File: config.mk
export PLATFORM = sky130hd
export DESIGN_NAME = mult_datapath
export DESIGN_NICKNAME = d
export VERILOG_FILES = /design/src/rtl/mult_datapath.sv
export SDC_FILE = /design/constraint.sdc
export NUM_CORES = 1
export LEC_CHECK = 0
export CAP_MARGIN = 25
export CORE_ASPECT_RATIO = 1.1
export CORE_UTILIZATION = 50
export DETAILED_ROUTE_END_ITERATION = 7
export PLACE_DENSITY = 0.77
export REMOVE_ABC_BUFFERS = 1
export SLEW_MARGIN = 20
export SYNTH_ARGS = -nofsm -noshare
export SYNTH_HDL_FRONTEND = slang
export SYNTH_SLANG_ARGS = --single-unit
File: constraint.sdc
create_clock -name clk -period 2.47 [get_ports clk]
set_input_delay 0.494 -clock clk [delete_from_list [all_inputs] [get_ports clk]]
set_output_delay 0.494 -clock clk [all_outputs]
set_load 0.01 [all_outputs]
File: src/rtl/mult_datapath.sv
// Shift-add multiplier datapath: multiplicand, product/multiplier register,
// add carry and saturating iteration counter driven by a write/add/sr word.
module mult_datapath #(
   parameter  int WIDTH = 8,
   localparam int CNT_W = $clog2(WIDTH + 1)
) (
   input  logic               clk,
   input  logic               rst_n,
   input  logic               load,
   input  logic [WIDTH-1:0]   multiplicand_in,
   input  logic [WIDTH-1:0]   multiplier_in,
   input  logic               write,
   input  logic               add,
   input  logic               sr,
   output logic               p0,
   output logic               is_less,
   output logic [2*WIDTH-1:0] product,
   output logic [CNT_W-1:0]   count
);

   localparam logic [CNT_W-1:0] CNT_MAX = CNT_W'(WIDTH);

   logic [WIDTH-1:0]   r_m;
   logic [2*WIDTH-1:0] r_p;
   logic               r_c;
   logic [CNT_W-1:0]   r_cnt;

   logic [WIDTH-1:0]   w_m_nxt;
   logic [2*WIDTH-1:0] w_p_nxt;
   logic               w_c_nxt;
   logic [CNT_W-1:0]   w_cnt_nxt;
   logic [WIDTH:0]     w_sum;
   logic [CNT_W-1:0]   w_cnt_inc;

   assign w_sum = {1'b0, r_p[2*WIDTH-1:WIDTH]} + {1'b0, r_m};

   // Counter stops at WIDTH so is_less stays low on extra shifts
   assign w_cnt_inc = (r_cnt == CNT_MAX) ? r_cnt : r_cnt + 1'b1;

   always_comb begin
      w_m_nxt   = r_m;
      w_p_nxt   = r_p;
      w_c_nxt   = r_c;
      w_cnt_nxt = r_cnt;
      if (load) begin
         w_m_nxt   = multiplicand_in;
         w_p_nxt   = {{WIDTH{1'b0}}, multiplier_in};
         w_c_nxt   = 1'b0;
         w_cnt_nxt = '0;
      end else if (write) begin
         unique case ({add, sr})
            2'b10: begin
               w_c_nxt                    = w_sum[WIDTH];
               w_p_nxt[2*WIDTH-1:WIDTH]   = w_sum[WIDTH-1:0];
            end
            2'b01: begin
               w_p_nxt   = {r_c, r_p[2*WIDTH-1:1]};
               w_c_nxt   = 1'b0;
               w_cnt_nxt = w_cnt_inc;
            end
            2'b11: begin
               w_p_nxt   = {w_sum, r_p[WIDTH-1:1]};
               w_c_nxt   = 1'b0;
               w_cnt_nxt = w_cnt_inc;
            end
            default: ;
         endcase
      end
   end

   always_ff @(posedge clk or negedge rst_n) begin
      if (!rst_n) begin
         r_m   <= '0;
         r_p   <= '0;
         r_c   <= 1'b0;
         r_cnt <= '0;
      end else begin
         r_m   <= w_m_nxt;
         r_p   <= w_p_nxt;
         r_c   <= w_c_nxt;
         r_cnt <= w_cnt_nxt;
      end
   end

   assign p0      = r_p[0];
   assign is_less = (r_cnt < CNT_MAX);
   assign product = r_p;
   assign count   = r_cnt;

endmodule

==> After elaboration in Yosys (flattened, before gate mapping) <==
Cells that the tools add are included.
{ "totals": {"reg_bits": 29, "input_bits": 22, "output_inout_bits": 22, "wordCells": 34} }
{ "classes": {"add_sub_neg": 2, "magnitude_cmp": 1, "n_eq_ne": 5, "muxes": 11, "n_reduce_logical": 10} }
{ "ops": {"columns": ["operator", "count"], "rows": [
  ["$mux W16", 2],
  ["$pmux W8 S3", 1],
  ["$mux W4", 4],
  ["$pmux W8 S2", 1],
  ["$add A8 B8 Y9", 1],
  ["$reduce_and A2 Y1", 3],
  ["$reduce_bool A3 Y1", 2],
  ["$add A4 B1 Y4 const B", 1],
  ["$eq A2 B2 Y1 const B", 2],
  ["$eq A4 B4 Y1 const B", 1],
  ["$lt A4 B4 Y1 const B", 1],
  ["$reduce_bool A2 Y1", 2],
  ["$reduce_bool A4 Y1", 1],
  ["$reduce_and A3 Y1", 1],
  ["$eq A2 B1 Y1 const B", 1],
  ["$mux W1", 2],
  ["$ne A2 B2 Y1 const B", 1],
  ["$pmux W1 S2", 1],
  ["$reduce_or A2 Y1", 1]
]} }

==> Depth between registers and ports, before layout <==
Gate-level depths: netlist of run 1.
{ "depth": {"ltp_word": 5, "mapped_depth": 8, "mapped_depth_nobuf": 7} }

==> Worst setup path before layout of run 1 <==
Ideal clock, no wire load.
{ "synth_timing": {"path_type": "register to register", "start": "register r_p[8], in the netlist product[8]", "end": "register r_p[13], in the netlist product[13]", "setup_time_ns": 0.110, "t_arrival_ns": 2.027, "required_ns": 2.360, "setup_slack_ns": 0.332, "path_stages_with_launch": 8, "path_buffers": 0, "period_less_slack_ns": 2.138, "cell_sequence": "dfrtp_1 ha_1 fa_1 a21o_1 a221oi_1 xnor2_1 a21oi_1 o41ai_1"} }
{ "synth_via": {"elab_chain_len": 4} }
{ "synth_lines": {"columns": ["item", "line", "text"], "rows": [
  ["start: declaration", "24", "logic [2*WIDTH-1:0] r_p;"],
  ["start signal: assignment", "79", "r_p <= w_p_nxt;"],
  ["$add A8 B8 Y9", "35", "assign w_sum = {1'b0, r_p[2*WIDTH-1:WIDTH]} + {1'b0, r_m};"],
  ["$pmux W8 S3", "51", "unique case ({add, sr})"],
  ["$mux W16", "50", "end else if (write) begin"],
  ["$mux W16", "45", "if (load) begin"]
]} }
No other way between the ends. The select of a mux whose other input is x is not followed.
A chain may end at the register's enable or synchronous reset.

==> Worst setup path in the final report of run 1 <==
Same ends and word-level chain as after synthesis.

==> results of run 1 <==
cells by family after synthesis:
logic type	Yosys count
AO/OA/AOI/OAI	53
XOR/XNOR	6
adder cells (fa/ha/maj)	14
buffers and inverters	18
flip-flops	29
multiplexers	20
AND/OR/NAND/NOR	60
per-layer routing:
metal	wire, um	track usage [%]	vias up
met4	75	9.30	0
li1	-	-	815
met3	245	6.46	13
met1	1930	31.0	788
met5	0	0	-
met2	2200	40.7	62
cell usage in the layout, fill, tap and decap left out, types with 3 or more instances in the layout:
cell / instances
sky130_fd_sc_hd__buf_4: 9
sky130_fd_sc_hd__xnor2_1: 5
sky130_fd_sc_hd__a21oi_1: 12
sky130_fd_sc_hd__nand2_1: 29
sky130_fd_sc_hd__mux2i_1: 11
sky130_fd_sc_hd__nor2_1: 14
sky130_fd_sc_hd__a21o_1: 4
sky130_fd_sc_hd__ha_1: 13
sky130_fd_sc_hd__inv_1: 7
sky130_fd_sc_hd__a311oi_1: 3
sky130_fd_sc_hd__clkbuf_4: 5
sky130_fd_sc_hd__dfrtp_1: 29
sky130_fd_sc_hd__o21ai_0: 11
sky130_fd_sc_hd__clkdlybuf4s50_1: 43
sky130_fd_sc_hd__and3_1: 3
sky130_fd_sc_hd__a211oi_1: 3
sky130_fd_sc_hd__mux2_2: 8
sky130_fd_sc_hd__a22oi_1: 3
Yosys cell counts (all sizes together):
cell | n | area, sq um
a2111oi | 2 | 18.8
a211oi | 3 | 22.5
a21boi | 2 | 15.0
a21o | 4 | 30.0
a21oi | 14 | 77.6
a221oi | 2 | 17.5
a22o | 1 | 8.76
a22oi | 3 | 22.5
a311oi | 3 | 26.3
a32oi | 1 | 8.76
and2 | 2 | 12.5
and3 | 3 | 18.8
buf | 5 | 27.5
clkbuf | 6 | 22.5
dfrtp | 29 | 726
fa | 1 | 20.0
ha | 13 | 163
inv | 7 | 26.3
mux2 | 9 | 101
mux2i | 11 | 110
nand2 | 29 | 109
nand2b | 1 | 6.26
nand3 | 2 | 10.0
nand4 | 1 | 6.26
nor2 | 14 | 52.6
nor2b | 2 | 12.5
nor3 | 1 | 5.00
nor3b | 2 | 15.0
o2111ai | 1 | 8.76
o211a | 1 | 10.0
o211ai | 1 | 7.51
o21ai | 12 | 60.1
o22ai | 1 | 6.26
o31ai | 1 | 7.51
o41ai | 1 | 8.76
or2 | 1 | 6.26
or3 | 1 | 6.26
or4 | 1 | 7.51
xnor2 | 5 | 43.8
xor2 | 1 | 8.76
power breakdown:
part | internal, W | leakage (nW) | switching (W)
clock network | 0.000108 | 0.0320 | 0.000166
logic | 0.000236 | 0.678 | 0.000225
registers | 0.000523 | 0.369 | 0.0000456
total | 0.000867 | 1.08 | 0.000437
sequential cells by signal, summed over array words and instances, names as in the netlist:
signal / count
count: 4
product: 16
r_c: 1
r_m: 8
cell type report:
cell class,count,share of cell area [%]
sequential,29,29.8
multi-input combinational,153,44.0
timing repair buffer,52,20.5
tap,48,2.47
inverter,7,1.08
clock inverter,2,0.412
clock buffer,6,1.70
worst max-delay path: stages (launching register included):
cell	delay (ps)
sky130_fd_sc_hd__dfrtp_1	420
sky130_fd_sc_hd__ha_1	250
sky130_fd_sc_hd__fa_1	420
sky130_fd_sc_hd__a21o_1	190
sky130_fd_sc_hd__a221oi_1	380
sky130_fd_sc_hd__xnor2_1	190
sky130_fd_sc_hd__a21oi_1	90
sky130_fd_sc_hd__o41ai_1	240
through the flow:
stage / setup WS, ps / hold slack (ps) / power [W] / util (%)
6_report: 182 / 523 / 0.00130 / 70.1
2_1_floorplan: 322 / 198 / 0.000829 / -
5_1_grt: 53.6 / 542 / 0.00139 / 70.1
4_1_cts: 172 / 523 / 0.00131 / 70.1
3_5_place_dp: 118 / 499 / 0.00104 / 68.7
3_3_place_gp: 136 / 485 / 0.00103 / 68.7
worst max path at each step:
stage | from | endpoint | slack [ps]
2_1_floorplan | product[8] | product[13] | 320
3_3_place_gp | add | product[14] | 140
5_1_grt | product[8] | product[13] | 50
6_report | product[8] | product[13] | 180
4_1_cts | product[8] | product[13] | 170
3_5_place_dp | add | product[12] | 120
==> results list, run 1 <==
- Outcome: complete, no violations
- Measured against its own limit, the worst slew margin works out to 67.8%.
- The count of endpoints failing hold in the final timing report is 0.
* Area share of fa/ha/maj cells after synthesis: 9.75%
- Maximum vdd drop: 0.000422 V
- Total number of vias: 1678
* Required time of the critical path: 2690 ps
- Once detailed placement completed, the half-perimeter wirelength came to 3250 um.
- Wire length per cell: 15.0 um
- For this run, the detailed router's first-pass iteration total came to 4.
- The count of nets left with antenna violations once routing finished came out at 0.
- FF+latch area: 726 sq um
- Type of element capturing the critical path: flop
- Area occupied by multi-input gates: 0.00107 sq mm
- The critical path is of the reg -> reg type.
- Sequential cells were found to cover 38.7% of the synthesized design area.
- Clock Path Buffers: 2
- Overflow left after global routing: 0
* Placeable core area: 0.00347 sq mm
- The tree is rooted in a sky130_fd_sc_hd__clkbuf_4.
- The path with the worst hold slack has its endpoint at product[6].
- Counting distinct cell types in the post-synthesis netlist gives 46.
- After clock tree synthesis, the clock-pin slew on the worst setup and hold paths is 90 ps.
* Number of placement rows: 22
* Simple-Gate Fraction of Synth Area: 14.3%
- Wire length after detailed routing: 4450 um
- Count of cells along the worst register-to-register path: 7
- Number of top-level design ports: 44
* Average cell area after synthesis: 9.37 sq um
- TritonCTS clock tree: done
- The number of gates resized after CTS was 0.
- Combinational family with the most area after synthesis: compound AO/OA/AOI/OAI gates
- Summed over all cells, the static leakage comes to 1.08 nW.
- Of all nets on the critical path, the largest fanout is 4.
- In this run the cell area of the synthesized design comes to 0.00187 sq mm.
- Die height: 66.2 um
- Worst-case clock skew: 5.94 ps
- Post-DP Area: 0.00238 sq mm
- R2R Path End: product[13]
* Largest net degree at the start of global routing: 30
- The die covers 0.00399 sq mm.
- The worst hold path passes through 2 cells.
- After synthesis, the share of cell area in mux cells is 11.3%.
- In the final design database the tool counted 284 nets.
- Unrepaired setup endpoints after global routing: no
* Area fraction in compound gates after synthesis: 19.0%
* Max Cap Violations: 0
- In this run the post-CTS setup repair buffer count came out at 0.
- Final Instance Area: 0.00243 sq mm
- Clock H-tree levels: 2
* Placed Instances: 289
* Total setup violations reported at the end of the flow: 0
- The initial utilization of the core area, before any placement, comes to 54.0%.
- CP startpoint kind: flop
- Power spread over the standard cell area amounts to 536 mW/mm^2.
* Layout fillers: 281
* Setup_tns: 0 ps
- Count of mapped cells out of synthesis: 200
- Hold path startpoint: product[6]
- In this run the critical register-to-register path is launched from product[8].
- Hold Path Class: reg -> reg
- Latest clock arrival within the worst-skew pair: 330 ps
- Routability-driven placement finished with a final weighted congestion of 0.883.
- The die is 60.4 um wide.
- At the pin with the least slew margin, the transition time is 482 ps.
- Once layout is complete, the cells apart from fillers number 297.
- Number of CTS-inserted buffers: 5
- The routed design could run at a clock period as short as 2290 ps.
* Diode count: 0
- After synthesis the netlist holds a flip-flop and latch count of 29.
- Share of post-route cells with drive strength above 1: 10.4%
- At the worst endpoint, the arrival time is 2510 ps.
- Area Growth Syn to Fin: 29.9%
* Average via count per standard cell: 5.65
- CTS saw 29 sinks.
* Xor-xnor portion of the synthesized cell area: 2.81%
* Fin. max-slew vios: 0
* Global routing usage summed across all routing layers: 24.9%
* Count of port buffers added during placement: 43
- DRC: 0
- The number of antenna violations at the first check in global routing was 0.
- Setup slack of the worst register-to-register path: 180 ps
* Number of buffers added to fix hold violations after cts: 0
* Global-route wire length before repair: 7440 um
* Number of global-route vias before repair: 1688
* Starting DRC count in detailed routing: 113
* Part of the cycle the worst path needs: 92.6%
- Syn. warnings: 0
- F_max: 437 MHz
Note: power is estimated with default switching activity, not from simulation.
==> inputs of run 2 (changes only) <==
CORE_UTILIZATION = 41   (was 50)
PLACE_DENSITY = 0.65   (was 0.77)
SLEW_MARGIN = 25   (was 20)
==> results list, run 2 (same netlist as run 1, synthesis figures left out) <==
- Summing internal, switching and leakage power gives 0.00142 W.
* Flip-flop count of the largest register after layout: 16
- Static timing analysis puts the maximum clock frequency at 439 MHz.
- CP Cell Sequence: ha_1 > fa_1 > a21o_1 > a221oi_1 > buf_4 > xnor2_1 > a21oi_1 > o41ai_1
* Clock-pin slew on the worst setup and hold paths: 70 ps
- Count of port buffers added during placement: 43
- Max-cap violations in this run came to 0.
* Required time of the critical path: 2630 ps
- The floorplan step defined a die boundary enclosing 0.00484 sq mm.
- Starting DRC count in detailed routing: 72
* Type of element capturing the critical path: flop
- In this run the worst hold path is classified as reg -> reg.
- Global-route wire length before repair: 7380 um
- Maximum vdd drop: 0.000333 V
- Of the total power, the clock network draws 27.2%.
- Endpoints failing hold: 0
- Overflow left after global routing: 0
- Area Growth Syn to Fin: 32.9%
- Sequential cell fraction of total power: 40.0%
- Cell at the root of the clock tree: sky130_fd_sc_hd__clkbuf_8
- In the final routed layout, each cell accounts on average for 14.0 um.
- Internal: 0.000959 W
- Fin. max-slew vios: 0
- After floorplanning, the core was sized to cover 0.00435 sq mm.
- The layout has 414 filler cells.
* Number of antenna violations at the first check in global routing: 0
* DRC: 0
- The worst setup path is launched from a flop.
* Number of placement rows: 25
- Instance count along the most critical hold path: 2
- In the layout the commonest cells are sky130_fd_sc_hd__clkdlybuf4s50_1 (43), sky130_fd_sc_hd__nand2_1 (29), sky130_fd_sc_hd__dfrtp_1 (29).
- The worst register-to-register path begins at product[8].
- In this run, the combinational gates consume 32.7% of the power.
* Part of the cycle the worst path needs: 92.3%
- Number of setup buffers added after CTS: 0
- Static Leakage: 1.10 nW
- Clock H-tree levels: 2
* Critical Path Slowest Stage Cell: sky130_fd_sc_hd__fa_1
- In this run the count of I/O pins placed on the die edge is 44.
- Global routing usage summed across all routing layers: 20.0%
* Width of the chip: 66.4 um
- In this run the register-to-register setup slack is 190 ps.
* Share of post-route cells with drive strength above 1: 11.6%
- Total setup violations reported at the end of the flow: 0
- 0 antenna diodes ended up in the layout.
- Max-Slew Margin vs Limit: 68.1%
- Half-perimeter wire length after detailed placement: 3130 um
- In this run the most critical hold path is launched from product[1].
* Total power density per cell area: 570 mW/mm^2
* Sw Pwr: 0.000461 W
- The detail route stage leaves a number of antenna-violating nets equal to 0.
- Measured slew at the worst slew-check pin: 478 ps
- Clock Path Buffers: 2
- Critical path start-end classification: reg -> reg
- Setup repair after global routing left no endpoint under its margin.
- The number of clock buffers added by TritonCTS is 5.
- Entering global routing, the biggest net connects 30 pins.
- The clock net in this run drives a total of 29 sinks.
* Latest clock arrival within the worst-skew pair: 280 ps
- The first TritonRoute pass finished after 4 iterations.
* Die height: 72.9 um
- For this block, the via count after detailed routing is 1656.
- R2R Path End: product[13]
- Average via count per standard cell: 5.43
- Measured in cells, the most critical reg-to-reg path has a length of 8.
* Setup_tns: 0 ps
- The flow ran to the end, and the final reports show no timing, DRC or antenna violations.
* Switching power as a share of total power: 32.5%
* Worst Hold Endpoint: product[1]
* Arrival time at the worst endpoint: 2440 ps
- The initial utilization of the core area, before any placement, comes to 43.1%.
- The routed design could run at a clock period as short as 2280 ps.
- Number of buffers added to fix hold violations after cts: 0
- The number of global-route vias before repair is 1583.
- Largest incremental delay on the critical path: 410 ps
- Worst path buffer plus inverter count: 1
- Largest fanout of any net on the critical path: 3
* Weighted congestion at the end of routability-driven global placement: 0.918
- Leaving out fill and tap cells, the most frequent cell in the layout is sky130_fd_sc_hd__clkdlybuf4s50_1.
- TritonCTS built the clock tree.
- The clock arrives with 4.63 ps of skew.
* Cell class contributing the biggest share of worst-path delay: compound AO/OA/AOI/OAI gates
- Summed over all layers, the routed wires come to 4270 um.
* Number of instances resized during post-cts repair: 0
- The net count of the finished layout is 286.
[run 2: changes by cell type in the layout (fill, tap and decap cells not counted)]
cell	delta
sky130_fd_sc_hd__clkbuf_4	-5
sky130_fd_sc_hd__clkbuf_8	+5
sky130_fd_sc_hd__buf_4	+2
sky130_fd_sc_hd__clkbuf_1	-1
sky130_fd_sc_hd__clkinvlp_4	+1
[run 2: worst reg2reg max path: cells and delay by family (launching register included)]
family	cells	cell delay [ps]
compound gates	4	830
fa+ha+maj	2	650
flops	1	380
buf+inv	1	170
xor+xnor	1	140
[run 2: how the worst max path moves through the flow]
stage | from | slack [ps] | cells past startpoint | end
final | product[8] | 190 | 8 | product[13]
after floorplan | product[8] | 320 | 7 | product[13]
after CTS | product[8] | 170 | 8 | product[13]
after detailed placement | add | 140 | 7 | product[14]
after global placement | add | 190 | 8 | product[15]
after global routing | product[8] | 40 | 8 | product[13]
[run 2: layout make-up]
type / count / area, sq um / share of cell area, %
clock buffers: 5 / 68.8 / 2.76
clock inverters: 3 / 17.5 / 0.704
repair buffers: 54 / 513 / 20.6
well taps: 54 / 67.6 / 2.71
inverters: 7 / 26.3 / 1.06
flip-flops and latches: 29 / 726 / 29.1
multi-input cells: 153 / 1070 / 43.0
[run 2: through the flow]
step	setup WS (ps)	instance area (sq um)	hold slack (ps)	std cells	utilization, %
4_1_cts	174	2490	516	305	57.3
5_1_grt	42.8	2490	548	305	57.3
3_3_place_gp	195	2400	490	297	55.3
6_report	190	2490	512	305	57.3
2_1_floorplan	322	1820	198	189	-
3_5_place_dp	137	2400	500	297	55.3
[run 2: metal layers]
metal / global-route usage, % / share of wire, % / vias to the layer above
met3: 5.78 / 5.6 / 8
met2: 32.9 / 48 / 45
li1: - / - / 813
met4: 4.96 / 1.2 / 0
met5: 0 / 0 / -
met1: 25.8 / 45 / 790
[run 2: power groups by stage]
| stage | Sequential [W] | Combinational, W | Clock, W |
|---|---|---|---|
| CTS | 0.000569 | 0.000467 | 0.000399 |
| detailed placement | 0.000576 | 0.000466 | 0 |
| floorplan | 0.000587 | 0.000242 | 0 |
| global route | 0.000576 | 0.000519 | 0.000423 |
| global placement | 0.000577 | 0.000461 | 0 |
| finish | 0.000568 | 0.000465 | 0.000387 |
==> inputs of run 3 (changes only) <==
CTS_BUF_LIST = sky130_fd_sc_hd__clkbuf_2 sky130_fd_sc_hd__clkbuf_4 sky130_fd_sc_hd__clkbuf_8   (was not set)
==> results of run 3 <==
Final layout, timing and power as in run 2 (identical DEF).
